$ cat src/rtl/simon_pkg.sv
// simon_pkg: state encoding, z-sequences and rotate helpers shared by
// the parametrised SIMON core and its round function.
package simon_pkg;

    typedef enum logic [2:0] {IDLE, READY, KEXP, DONE, RUN} state_t;

    // Bit i of each constant is z_j[i] (sequence read LSB first).
    localparam logic [61:0] Z_SEQ [5] = '{
        62'b01100111000011010100100010111110110011100001101010010001011111,
        62'b01011010000110010011111011100010101101000011001001111101110001,
        62'b11001101101001111110001000010100011001001011000000111011110101,
        62'b11110000101100111001010001001000000111101001100011010111011011,
        62'b11110111001001010011000011101000000100011011010110011110001011
    };

    function automatic logic [63:0] rol(input logic [63:0] w, input int n,
                                        input int width);
        logic [63:0] m;
        logic [63:0] v;
        m = (width >= 64) ? '1 : ((64'd1 << width) - 64'd1);
        v = w & m;
        return ((v << n) | (v >> (width - n))) & m;
    endfunction

    function automatic logic [63:0] ror(input logic [63:0] w, input int n,
                                        input int width);
        logic [63:0] m;
        logic [63:0] v;
        m = (width >= 64) ? '1 : ((64'd1 << width) - 64'd1);
        v = w & m;
        return ((v >> n) | (v << (width - n))) & m;
    endfunction

endpackage

$ cat src/rtl/simon_round.sv
// simon_round: one combinational SIMON round, forward or inverse,
// chained RPC times inside the core.
module simon_round
    import simon_pkg::*;
#(
    parameter int N = 24
) (
    input  logic [N-1:0] x,
    input  logic [N-1:0] y,
    input  logic [N-1:0] k,
    input  logic         enc_dec,
    output logic [N-1:0] xo,
    output logic [N-1:0] yo
);

    function automatic logic [N-1:0] rl(input logic [N-1:0] v, input int n);
        return N'(rol(64'(v), n, N));
    endfunction

    logic [N-1:0] fa;
    logic [N-1:0] fx;

    always_comb begin
        fa = enc_dec ? x : y;
        fx = (rl(fa, 1) & rl(fa, 8)) ^ rl(fa, 2);
        if (enc_dec) begin
            xo = y ^ fx ^ k;
            yo = x;
        end else begin
            xo = y;
            yo = x ^ fx ^ k;
        end
    end

endmodule

$ cat src/rtl/simon_core_param.sv
// simon_core_param: iterative SIMON 2N/MN core with stored round keys.
// Define SIMON_CBC_EN to add the IV port and CBC chaining register.
module simon_core_param
    import simon_pkg::*;
#(
    parameter int N    = 24,
    parameter int M    = 4,
    parameter int T    = 36,
    parameter int Co   = 6,
    parameter int ZSEQ = 1,
    parameter int RPC  = 1
) (
    input  logic                 clk,
    input  logic                 R,
    input  logic                 newKey,
    input  logic [M-1:0][N-1:0]  KEY,
    output logic                 loadKey,
    output logic                 doneKey,
    input  logic                 newData,
    input  logic                 enc_dec,
    input  logic [1:0][N-1:0]    BLOCK,
    output logic                 loadData,
    output logic                 doneData,
    input  logic                 readData,
    output logic [1:0][N-1:0]    outData,
`ifdef SIMON_CBC_EN
    input  logic [1:0][N-1:0]    IV,
`endif
    output logic [3:0]           mode
);

    localparam int NC = T / RPC;

    function automatic logic [N-1:0] rr(input logic [N-1:0] v, input int n);
        return N'(ror(64'(v), n, N));
    endfunction

    state_t            state;
    state_t            nxt;
    logic              cap_key;
    logic              cap_blk;
    logic              fin;
    logic [Co-1:0]     kcnt;
    logic [Co-1:0]     ki;
    logic [Co-1:0]     rcnt;
    logic [5:0]        zi;
    logic              kfin;
    logic              dir;
    logic [N-1:0]      dx;
    logic [N-1:0]      dy;
    logic [N-1:0]      kt;
    logic [N-1:0]      kw;
    logic [N-1:0]      rk [T];
    logic [N-1:0]      cx [RPC+1];
    logic [N-1:0]      cy [RPC+1];
    logic [1:0][N-1:0] blk_in;
    logic [1:0][N-1:0] res;

    always_ff @(posedge clk) begin
        if (R) state <= IDLE;
        else   state <= nxt;
    end

    always_comb begin
        nxt     = state;
        cap_key = 1'b0;
        cap_blk = 1'b0;
        fin     = 1'b0;
        unique case (state)
            IDLE: begin
                if (newKey) begin
                    cap_key = 1'b1;
                    nxt     = KEXP;
                end
            end
            KEXP: begin
                if (kfin) nxt = READY;
            end
            READY: begin
                if (newKey) begin
                    cap_key = 1'b1;
                    nxt     = KEXP;
                end else if (newData) begin
                    cap_blk = 1'b1;
                    nxt     = RUN;
                end
            end
            RUN: begin
                if (rcnt == Co'(NC - 1)) begin
                    fin = 1'b1;
                    nxt = DONE;
                end
            end
            DONE: begin
                if (readData) nxt = READY;
            end
            default: nxt = IDLE;
        endcase
    end

    always_comb begin
        mode = 4'b0000;
        unique case (state)
            READY:   mode = 4'b0001;
            KEXP:    mode = 4'b0010;
            DONE:    mode = 4'b0100;
            RUN:     mode = 4'b1000;
            default: mode = 4'b0000;
        endcase
    end

    // Next key word rk[kcnt] from rk[kcnt-M .. kcnt-1].
    always_comb begin
        ki = kcnt - Co'(M);
        zi = (ki >= Co'(62)) ? 6'(ki - Co'(62)) : 6'(ki);
        kt = rr(rk[kcnt - Co'(1)], 3);
        if (M == 4) kt = kt ^ rk[ki + Co'(1)];
        kt = kt ^ rr(kt, 1);
        kw = ~rk[ki] ^ kt ^ N'(3) ^ N'(Z_SEQ[ZSEQ][zi]);
    end

    always_ff @(posedge clk) begin
        if (cap_key) begin
            for (int i = 0; i < M; i++) rk[i] <= KEY[i];
        end else if (state == KEXP && !kfin) begin
            rk[kcnt] <= kw;
        end
    end

    assign cx[0] = dx;
    assign cy[0] = dy;

    for (genvar r = 0; r < RPC; r++) begin : g_rnd
        logic [Co-1:0] fw;
        logic [Co-1:0] idx;
        assign fw  = Co'(int'(rcnt) * RPC + r);
        assign idx = dir ? fw : Co'(T - 1) - fw;
        simon_round #(.N(N)) u_round (
            .x      (cx[r]),
            .y      (cy[r]),
            .k      (rk[idx]),
            .enc_dec(dir),
            .xo     (cx[r+1]),
            .yo     (cy[r+1])
        );
    end

`ifdef SIMON_CBC_EN
    logic [1:0][N-1:0] chain;
    logic [1:0][N-1:0] cin;

    assign blk_in = enc_dec ? (BLOCK ^ chain) : BLOCK;
    assign res    = dir ? {cx[RPC], cy[RPC]} : ({cx[RPC], cy[RPC]} ^ chain);

    always_ff @(posedge clk) begin
        if (R) begin
            chain <= '0;
            cin   <= '0;
        end else begin
            if (cap_key) chain <= IV;
            if (cap_blk) cin   <= BLOCK;
            if (fin)     chain <= dir ? res : cin;
        end
    end
`else
    assign blk_in = BLOCK;
    assign res    = {cx[RPC], cy[RPC]};
`endif

    always_ff @(posedge clk) begin
        if (R) begin
            loadKey  <= 1'b0;
            loadData <= 1'b0;
            doneKey  <= 1'b0;
            doneData <= 1'b0;
            outData  <= '0;
            kcnt     <= '0;
            kfin     <= 1'b0;
            rcnt     <= '0;
            dir      <= 1'b0;
            dx       <= '0;
            dy       <= '0;
        end else begin
            loadKey  <= cap_key;
            loadData <= cap_blk;
            if (cap_key) begin
                doneKey <= 1'b0;
                kcnt    <= Co'(M);
                kfin    <= 1'b0;
            end else if (state == KEXP) begin
                if (kfin)                     doneKey <= 1'b1;
                else if (kcnt == Co'(T - 1)) kfin    <= 1'b1;
                else                          kcnt    <= kcnt + Co'(1);
            end
            if (cap_blk) begin
                dir  <= enc_dec;
                dx   <= blk_in[1];
                dy   <= blk_in[0];
                rcnt <= '0;
            end else if (state == RUN) begin
                dx   <= cx[RPC];
                dy   <= cy[RPC];
                rcnt <= rcnt + Co'(1);
            end
            if (fin) begin
                outData  <= res;
                doneData <= 1'b1;
            end else if (state == DONE && readData) begin
                doneData <= 1'b0;
            end
        end
    end

endmodule

$ cat config.mk
export PLATFORM = sky130hd
export DESIGN_NAME = simon_core_param
export DESIGN_NICKNAME = d
export VERILOG_FILES = /design/src/rtl/simon_pkg.sv /design/src/rtl/simon_round.sv /design/src/rtl/simon_core_param.sv
export SDC_FILE = /design/constraint.sdc
export NUM_CORES = 2
export LEC_CHECK = 0
export BUFFER_PORTS_ARGS = -buffer_cell sky130_fd_sc_hd__buf_2
export CAP_MARGIN = 20
export CORE_MARGIN = 2
export CORE_UTILIZATION = 58
export DETAILED_ROUTE_END_ITERATION = 10
export PLACE_DENSITY = 0.75
export REMOVE_ABC_BUFFERS = 1
export SLEW_MARGIN = 5
export SYNTH_ARGS = -nofsm -noshare
export SYNTH_HDL_FRONTEND = slang
export SYNTH_SLANG_ARGS = --single-unit
export TNS_END_PERCENT = 30
$ cat constraint.sdc
create_clock -name clk -period 7 [get_ports clk]
set_input_delay 1.4 -clock clk [delete_from_list [all_inputs] [get_ports clk]]
set_output_delay 1.4 -clock clk [all_outputs]
set_load 0.03 [all_outputs]
# --- Word level (Yosys, flattened, before mapping) ---
# Memories as Yosys holds them, arrays and structs flattened.
# Index checks and enable logic that the tools add are counted.
word_totals:
  in_bits: 150
  n_memories: 2
  mem_bits_rw: 864
  wordCells: 113
  out_inout_bits: 56
  regBits: 117
  rom_bits: 64
memory_table:
  columns: ["name", "depth", "word_bits", "read_ports", "rd_ports_with_merged_regs", "write_ports", "line_no", "source"]
  rows:
  - ["rk", 36, 24, 4, 0, 4, "simon_core_param.sv:53", "logic [N-1:0] rk [T];"]
  - ["(name not given)", 64, 1, 1, 0, 0, "simon_core_param.sv:119", "kw = ~rk[ki] ^ kt ^ N'(3) ^ N'(Z_SEQ[ZSEQ][zi]);"]
op_classes:
  muxes: 41
  n_bitwise: 19
  n_addsub: 7
  n_reduce_logical: 15
  eq_ne: 13
  n_lt_le_gt_ge: 2
ops:
  columns: ["operator", "count"]
  rows:
  - ["24-bit two-way mux", 8]
  - ["24-bit XOR", 8]
  - ["3-bit two-way mux", 10]
  - ["24-bit bitwise AND", 1]
  - ["24-bit NOT", 1]
  - ["21-bit by 24-bit OR with 24-bit output", 1]
  - ["23-bit by 24-bit OR with 24-bit output", 1]
  - ["24-bit by 1-bit OR with 24-bit output", 1]
  - ["24-bit by 2-bit OR with 24-bit output", 1]
  - ["24-bit by 8-bit OR with 24-bit output", 1]
  - ["24-bit OR reduction", 1]
  - ["24-bit by 1-bit XOR with 24-bit output", 1]
  - ["6-bit by 1-bit adder with 6-bit output (second input constant)", 3]
  - ["1-bit two-way mux", 18]
  - ["6-bit two-way mux", 3]
  - ["4-bit one-hot mux with 4 select lines", 1]
  - ["3-bit one-hot mux with 5 select lines", 1]
  - ["6-bit == test (second input constant)", 2]
  - ["2-bit inequality test (second input constant)", 6]
  - ["6-bit by 7-bit < comparator with 1-bit output (second input constant)", 1]
  - ["3-bit by 2-bit == test with 1-bit output (second input constant)", 2]
  - ["6-bit greater-or-equal comparator (second input constant)", 1]
  - ["3-bit AND reduction", 2]
  - ["2-bit nonzero test", 3]
  - ["other kinds (15)", 19]

# --- Depth between registers and ports, before layout ---
# An unclocked memory read counts as a cell.
depth:
  word_depth: 10
  mapped_depth: 21
  depth_no_buf: 12

# --- Modules after synthesis ---
# A second synthesis with hierarchy kept.
hier_totals:
  hier_cells: 4149
  hier_area_um2: 62637.6
modules_own_cells:
  columns: ["module", "cells_per_inst", "n_inst", "area_each_um2", "seq_area_each_um2"]
  rows:
  - ["simon_core_param", 3899, 1, 60586.9, 28287.1]
  - ["simon_round", 250, 1, 2050.7, 0.0]

# --- Worst setup path after synthesis ---
# No wires, ideal clock.
synth_timing:
  path_type: "flip-flop to flip-flop"
  startpoint: "reg kcnt[1]"
  endpoint: "mem rk[0][15], data pin"
  required_ns: 6.861
  stages_incl_launch_ff: 20
  t_arrival_ns: 5.890
  synth_period_minus_slack_ns: 6.030
  n_path_buf: 9
  slack_ns: 0.970
  setup_ns: 0.139
  cell_sequence: "dfxtp_1 -> clkbuf_1 -> buf_2 -> buf_2 -> buf_1 -> clkbuf_1 -> inv_1 -> ha_1 -> buf_4 -> buf_4 -> buf_2 -> buf_1 -> mux4_2 -> mux4_2 -> nand2_1 -> a31oi_1 -> xnor2_1 -> xnor2_1 -> xnor2_1 -> mux2_2"
synth_rtl:
  columns: ["element", "line_no", "source"]
  rows:
  - ["from (decl)", "simon_core_param.sv:43", "logic [Co-1:0] kcnt;"]
  - ["from (signal assigned)", "simon_core_param.sv:188", "kcnt <= Co'(M);"]
  - ["from (signal assigned)", "simon_core_param.sv:193", "else kcnt <= kcnt + Co'(1);"]
  - ["to (decl)", "simon_core_param.sv:53", null]

==> impl_summary.log <==
INFO  metric status = finished, final reports clean
INFO  metric hpwlAfterDp = 154,000 µm
INFO  metric commonest_non_fill_non_tap_cell_in_the_layout = sky130_fd_sc_hd__mux4_2
INFO  metric drtAntennaViolNets = 0
INFO  metric worst-setup-path-type = reg2reg
INFO  metric postSynthAreaPerCell = 15.5 µm²
INFO  metric global_route.usage.total = 41.9%
INFO  metric critPathCaptureType = flip-flop
INFO  metric initialDrtViolationCount = 10,000
INFO  metric post-route-period-util = 88.6%
INFO  metric drt_pre_antenna_iters = 9
INFO  metric syn_to_final_growth = 10.6%
INFO  metric post_drt_via_cell_ratio = approximately 8.4
INFO  metric p_leak = 0.0229 µW
INFO  metric timing.max_slew.rel_slack = approximately 11%
INFO  metric slew_violations = 0
INFO  metric die_width = 347 µm
INFO  metric grt_first_pass_wirelength = 358,000 µm
INFO  metric synthCells = roughly 4,400
INFO  metric synth_cell_types = 76
INFO  metric report.final.hold_viol_count = 0
INFO  metric grt_start_max_net_pins = about 120
INFO  metric drive_above_1_share = a little over two fifths
INFO  metric initial_utilization = between 50 and 60%
INFO  metric combinationalPowerShare = 46.5%
INFO  metric routed_wire_length_per_instance = 41.2 µm
INFO  metric power.switching = 12,300 µW
INFO  metric cp_max_fo = 17
INFO  metric min-delay-path-class = reg2reg
INFO  metric layout_common_cells = sky130_fd_sc_hd__mux4_2 (1,099), sky130_fd_sc_hd__edfxtp_1 (864), sky130_fd_sc_hd__nand2_1 (331)
INFO  metric fill_cells = 8,019
INFO  metric clockPowerShare = 18.1%
INFO  metric timing.setup.tns = 0 ns
INFO  metric ctsResizeCount = 0
INFO  metric grt_antenna_before_repair = 2
INFO  metric port_buffers = between 200 and 250
INFO  metric sequential_share_of_power = 35.4%
INFO  metric chipHeight = 347 µm
INFO  metric die_area = around 0.12 mm²
INFO  metric cts_buffer_depth = 3
INFO  metric core-area = 0.116 mm²
INFO  metric cts_made_buffers = 105
INFO  metric post_cts_hold_buffer_count = 0
INFO  metric cp.arrival = 6.66 ns
INFO  metric start_kind = flip-flop
INFO  metric via_count = 51,600
INFO  metric fmax = 0.161 GHz
INFO  metric finalSetupViolCount = 0
INFO  metric std_cell_rows = 125
INFO  metric edff_count_synth = 864
INFO  metric worst_slack = 0.796 ns
INFO  metric swShare = 38.5%
INFO  metric intPower = 19,600 µW
INFO  metric cts_tree = yes
INFO  metric clock-skew-final = 0.0451 ns
INFO  metric synth-main-ff-cell = sky130_fd_sc_hd__edfxtp_1
INFO  metric globalRoute.totalOverflow = 0
INFO  metric nets = 4,678
INFO  metric htreeDepth = 3
INFO  metric power.ir.vdd_worst = 447 µV
INFO  metric worst-slew-pin-transition = 1.33 ns
INFO  metric pre_cts_ws = 1.34 ns
INFO  metric numClockSinks = 981
INFO  metric ys_seq_area_share = 41.5%
INFO  metric post-layout-total-power = ~32,000 µW
INFO  metric critical_path_rt = 7.45 ns
INFO  metric clk_latency = 0.73 ns
INFO  metric worst_setup_hold_path_clk_slew = around 0.070 ns
INFO  metric power.density = 424 mW/mm²
INFO  metric post_cts_buffers = 0
INFO  metric route.final.wire_length = ~250,000 µm
INFO  metric ys_ff_latch = 981
INFO  metric grt_setup_unrepaired = no
INFO  metric master_cell_of_the_clock_root_buffer = sky130_fd_sc_hd__clkbuf_16
INFO  metric synthesis.yosys.warnings = 0
INFO  metric setup.reg_to_reg.worst_slack = 0.80 ns
INFO  metric fraction_of_registers_with_async_set_reset = 0%
INFO  metric top_level_ports = approximately 200
INFO  metric drc_violations_left = 0
INFO  metric mappedNetlistArea = 0.0681 mm²
INFO  metric grt_pass1_vias = 49,000
INFO  metric gp_congestion = about 0.99
INFO  metric max_cap_violations = 0
INFO  metric finalWorstPathRequiredPeriod = just over 6 ns
## cells in the mapped netlist (6+ instances only)
master	instances	area share [%]
sky130_fd_sc_hd__nor3_1	16	0.12
sky130_fd_sc_hd__inv_1	12	0.066
sky130_fd_sc_hd__buf_6	10	0.17
sky130_fd_sc_hd__o22ai_1	52	0.48
sky130_fd_sc_hd__o32ai_1	9	0.12
sky130_fd_sc_hd__a22oi_1	194	2.1
sky130_fd_sc_hd__nor2_1	212	1.2
sky130_fd_sc_hd__nand2b_1	9	0.083
sky130_fd_sc_hd__o31ai_1	20	0.22
sky130_fd_sc_hd__ha_1	17	0.31
sky130_fd_sc_hd__mux2_2	114	1.9
sky130_fd_sc_hd__buf_4	45	0.50
sky130_fd_sc_hd__and2_1	6	0.055
sky130_fd_sc_hd__a32oi_1	21	0.27
sky130_fd_sc_hd__nand3_1	35	0.26
sky130_fd_sc_hd__buf_1	46	0.25
sky130_fd_sc_hd__a211oi_1	80	0.88
sky130_fd_sc_hd__xnor2_1	177	2.3
sky130_fd_sc_hd__buf_2	162	1.2
sky130_fd_sc_hd__a21oi_1	88	0.65
sky130_fd_sc_hd__nand2_1	331	1.8
sky130_fd_sc_hd__a31oi_1	34	0.31
sky130_fd_sc_hd__mux4_2	1099	36
sky130_fd_sc_hd__mux2i_1	135	2.0
sky130_fd_sc_hd__a221oi_1	34	0.44
sky130_fd_sc_hd__a22o_1	33	0.42
sky130_fd_sc_hd__nor2b_1	10	0.092
sky130_fd_sc_hd__a311oi_1	8	0.10
sky130_fd_sc_hd__and3_1	11	0.10
sky130_fd_sc_hd__xor2_1	60	0.77
sky130_fd_sc_hd__o22a_1	22	0.28
sky130_fd_sc_hd__o21ai_0	42	0.31
sky130_fd_sc_hd__clkbuf_1	168	0.93
sky130_fd_sc_hd__edfxtp_1	864	38
sky130_fd_sc_hd__o221ai_1	24	0.31
sky130_fd_sc_hd__dfxtp_1	117	3.4
sky130_fd_sc_hd__a41oi_1	7	0.090
## sequential cells by signal (all words and copies together) (netlist names)
name,cells
dir,1
kcnt,6
loadData,1
rk,864
loadKey,1
dx,24
doneData,1
dy,24
rcnt,6
outData,48
doneKey,1
state,3
kfin,1
## critical path: stages, from the launching register on
cell                       delay (ns)
sky130_fd_sc_hd__dfxtp_1         0.66
sky130_fd_sc_hd__clkinv_1        0.41
sky130_fd_sc_hd__ha_2            0.50
sky130_fd_sc_hd__a21boi_1        0.41
sky130_fd_sc_hd__or2_2           0.73
sky130_fd_sc_hd__nand3_1         0.22
sky130_fd_sc_hd__a32oi_1         0.48
sky130_fd_sc_hd__o21ai_0         0.44
sky130_fd_sc_hd__xnor2_1         0.96
sky130_fd_sc_hd__xnor2_1         0.29
sky130_fd_sc_hd__xnor2_2         0.26
sky130_fd_sc_hd__buf_4           0.25
sky130_fd_sc_hd__mux2_2          0.28
## per-stage QoR
| stage | area (µm²) | utilization [%] | hold slack, ns | std cells |
|---|---|---|---|---|
| 2_1_floorplan | 66100 | - | 0.452 | 3972 |
| 3_3_place_gp | 71600 | 61.6 | 0.450 | 5914 |
| 3_5_place_dp | 71700 | 61.6 | 0.449 | 5920 |
| 4_1_cts | 75200 | 64.6 | 0.466 | 6112 |
| 5_1_grt | 75300 | 64.7 | 0.511 | 6121 |
| 6_report | 75300 | 64.8 | 0.466 | 6125 |
## cells by family (layout without fill, tap and decap cells)
kind of cell               after synthesis  in the layout  synth area share [%]
muxes                                 1349           1349                  40.2
other                                    0              5                     0
DFF                                    981            981                  41.5
and+or+nand+nor                        661            661                  4.03
buffers and inverters                  447            640                  3.12
adders and majority gates               17             17                 0.312
AOI/OAI and AO/OA                      701            701                  7.45
xor gates and xnor gates               247            247                  3.34
## layout make-up
type / count / area, µm² / area share, %
Clock inverter: 62 / 631 / 0.837
Antenna cell: 5 / 12.5 / 0.0166
Inverter: 16 / 60.1 / 0.0797
Clock buffer: 130 / 2860 / 3.79
Tap cell: 1524 / 1910 / 2.53
Multi-Input combinational cell: 2975 / 38400 / 50.9
Sequential cell: 981 / 28300 / 37.6
Timing Repair Buffer: 432 / 3200 / 4.24
## power by group through the flow
stage	clock network [µW]	registers, µW	logic [µW]
after floorplan	0	10600	8390
after global placement	0	11400	13900
after detailed placement	0	11400	14300
after CTS	5770	11300	14300
after global routing	5960	11300	15500
final	5770	11300	14900
## per-layer routing
metal	vias up	track usage (%)	wire (µm)
met5	-	0.280	65
met1	25700	53.2	76800
met3	1162	22.1	51300
met2	5702	56.9	105000
li1	19100	-	-
met4	4	25.1	19200
## path summary, 6_finish.rpt
path                             start                    to  depth (start not counted)
hold / removal    doneKey$_SDFFE_PP0P_  doneKey$_SDFFE_PP0P_                          2
hold reg to reg   doneKey$_SDFFE_PP0P_  doneKey$_SDFFE_PP0P_                          2
setup / recovery  kcnt[3]$_SDFFE_PP0P_   rk[0][20]$_DFFE_PP_                         12
setup reg to reg  kcnt[3]$_SDFFE_PP0P_   rk[0][20]$_DFFE_PP_                         12
No activity file was read; power rests on OpenSTA's default activity.
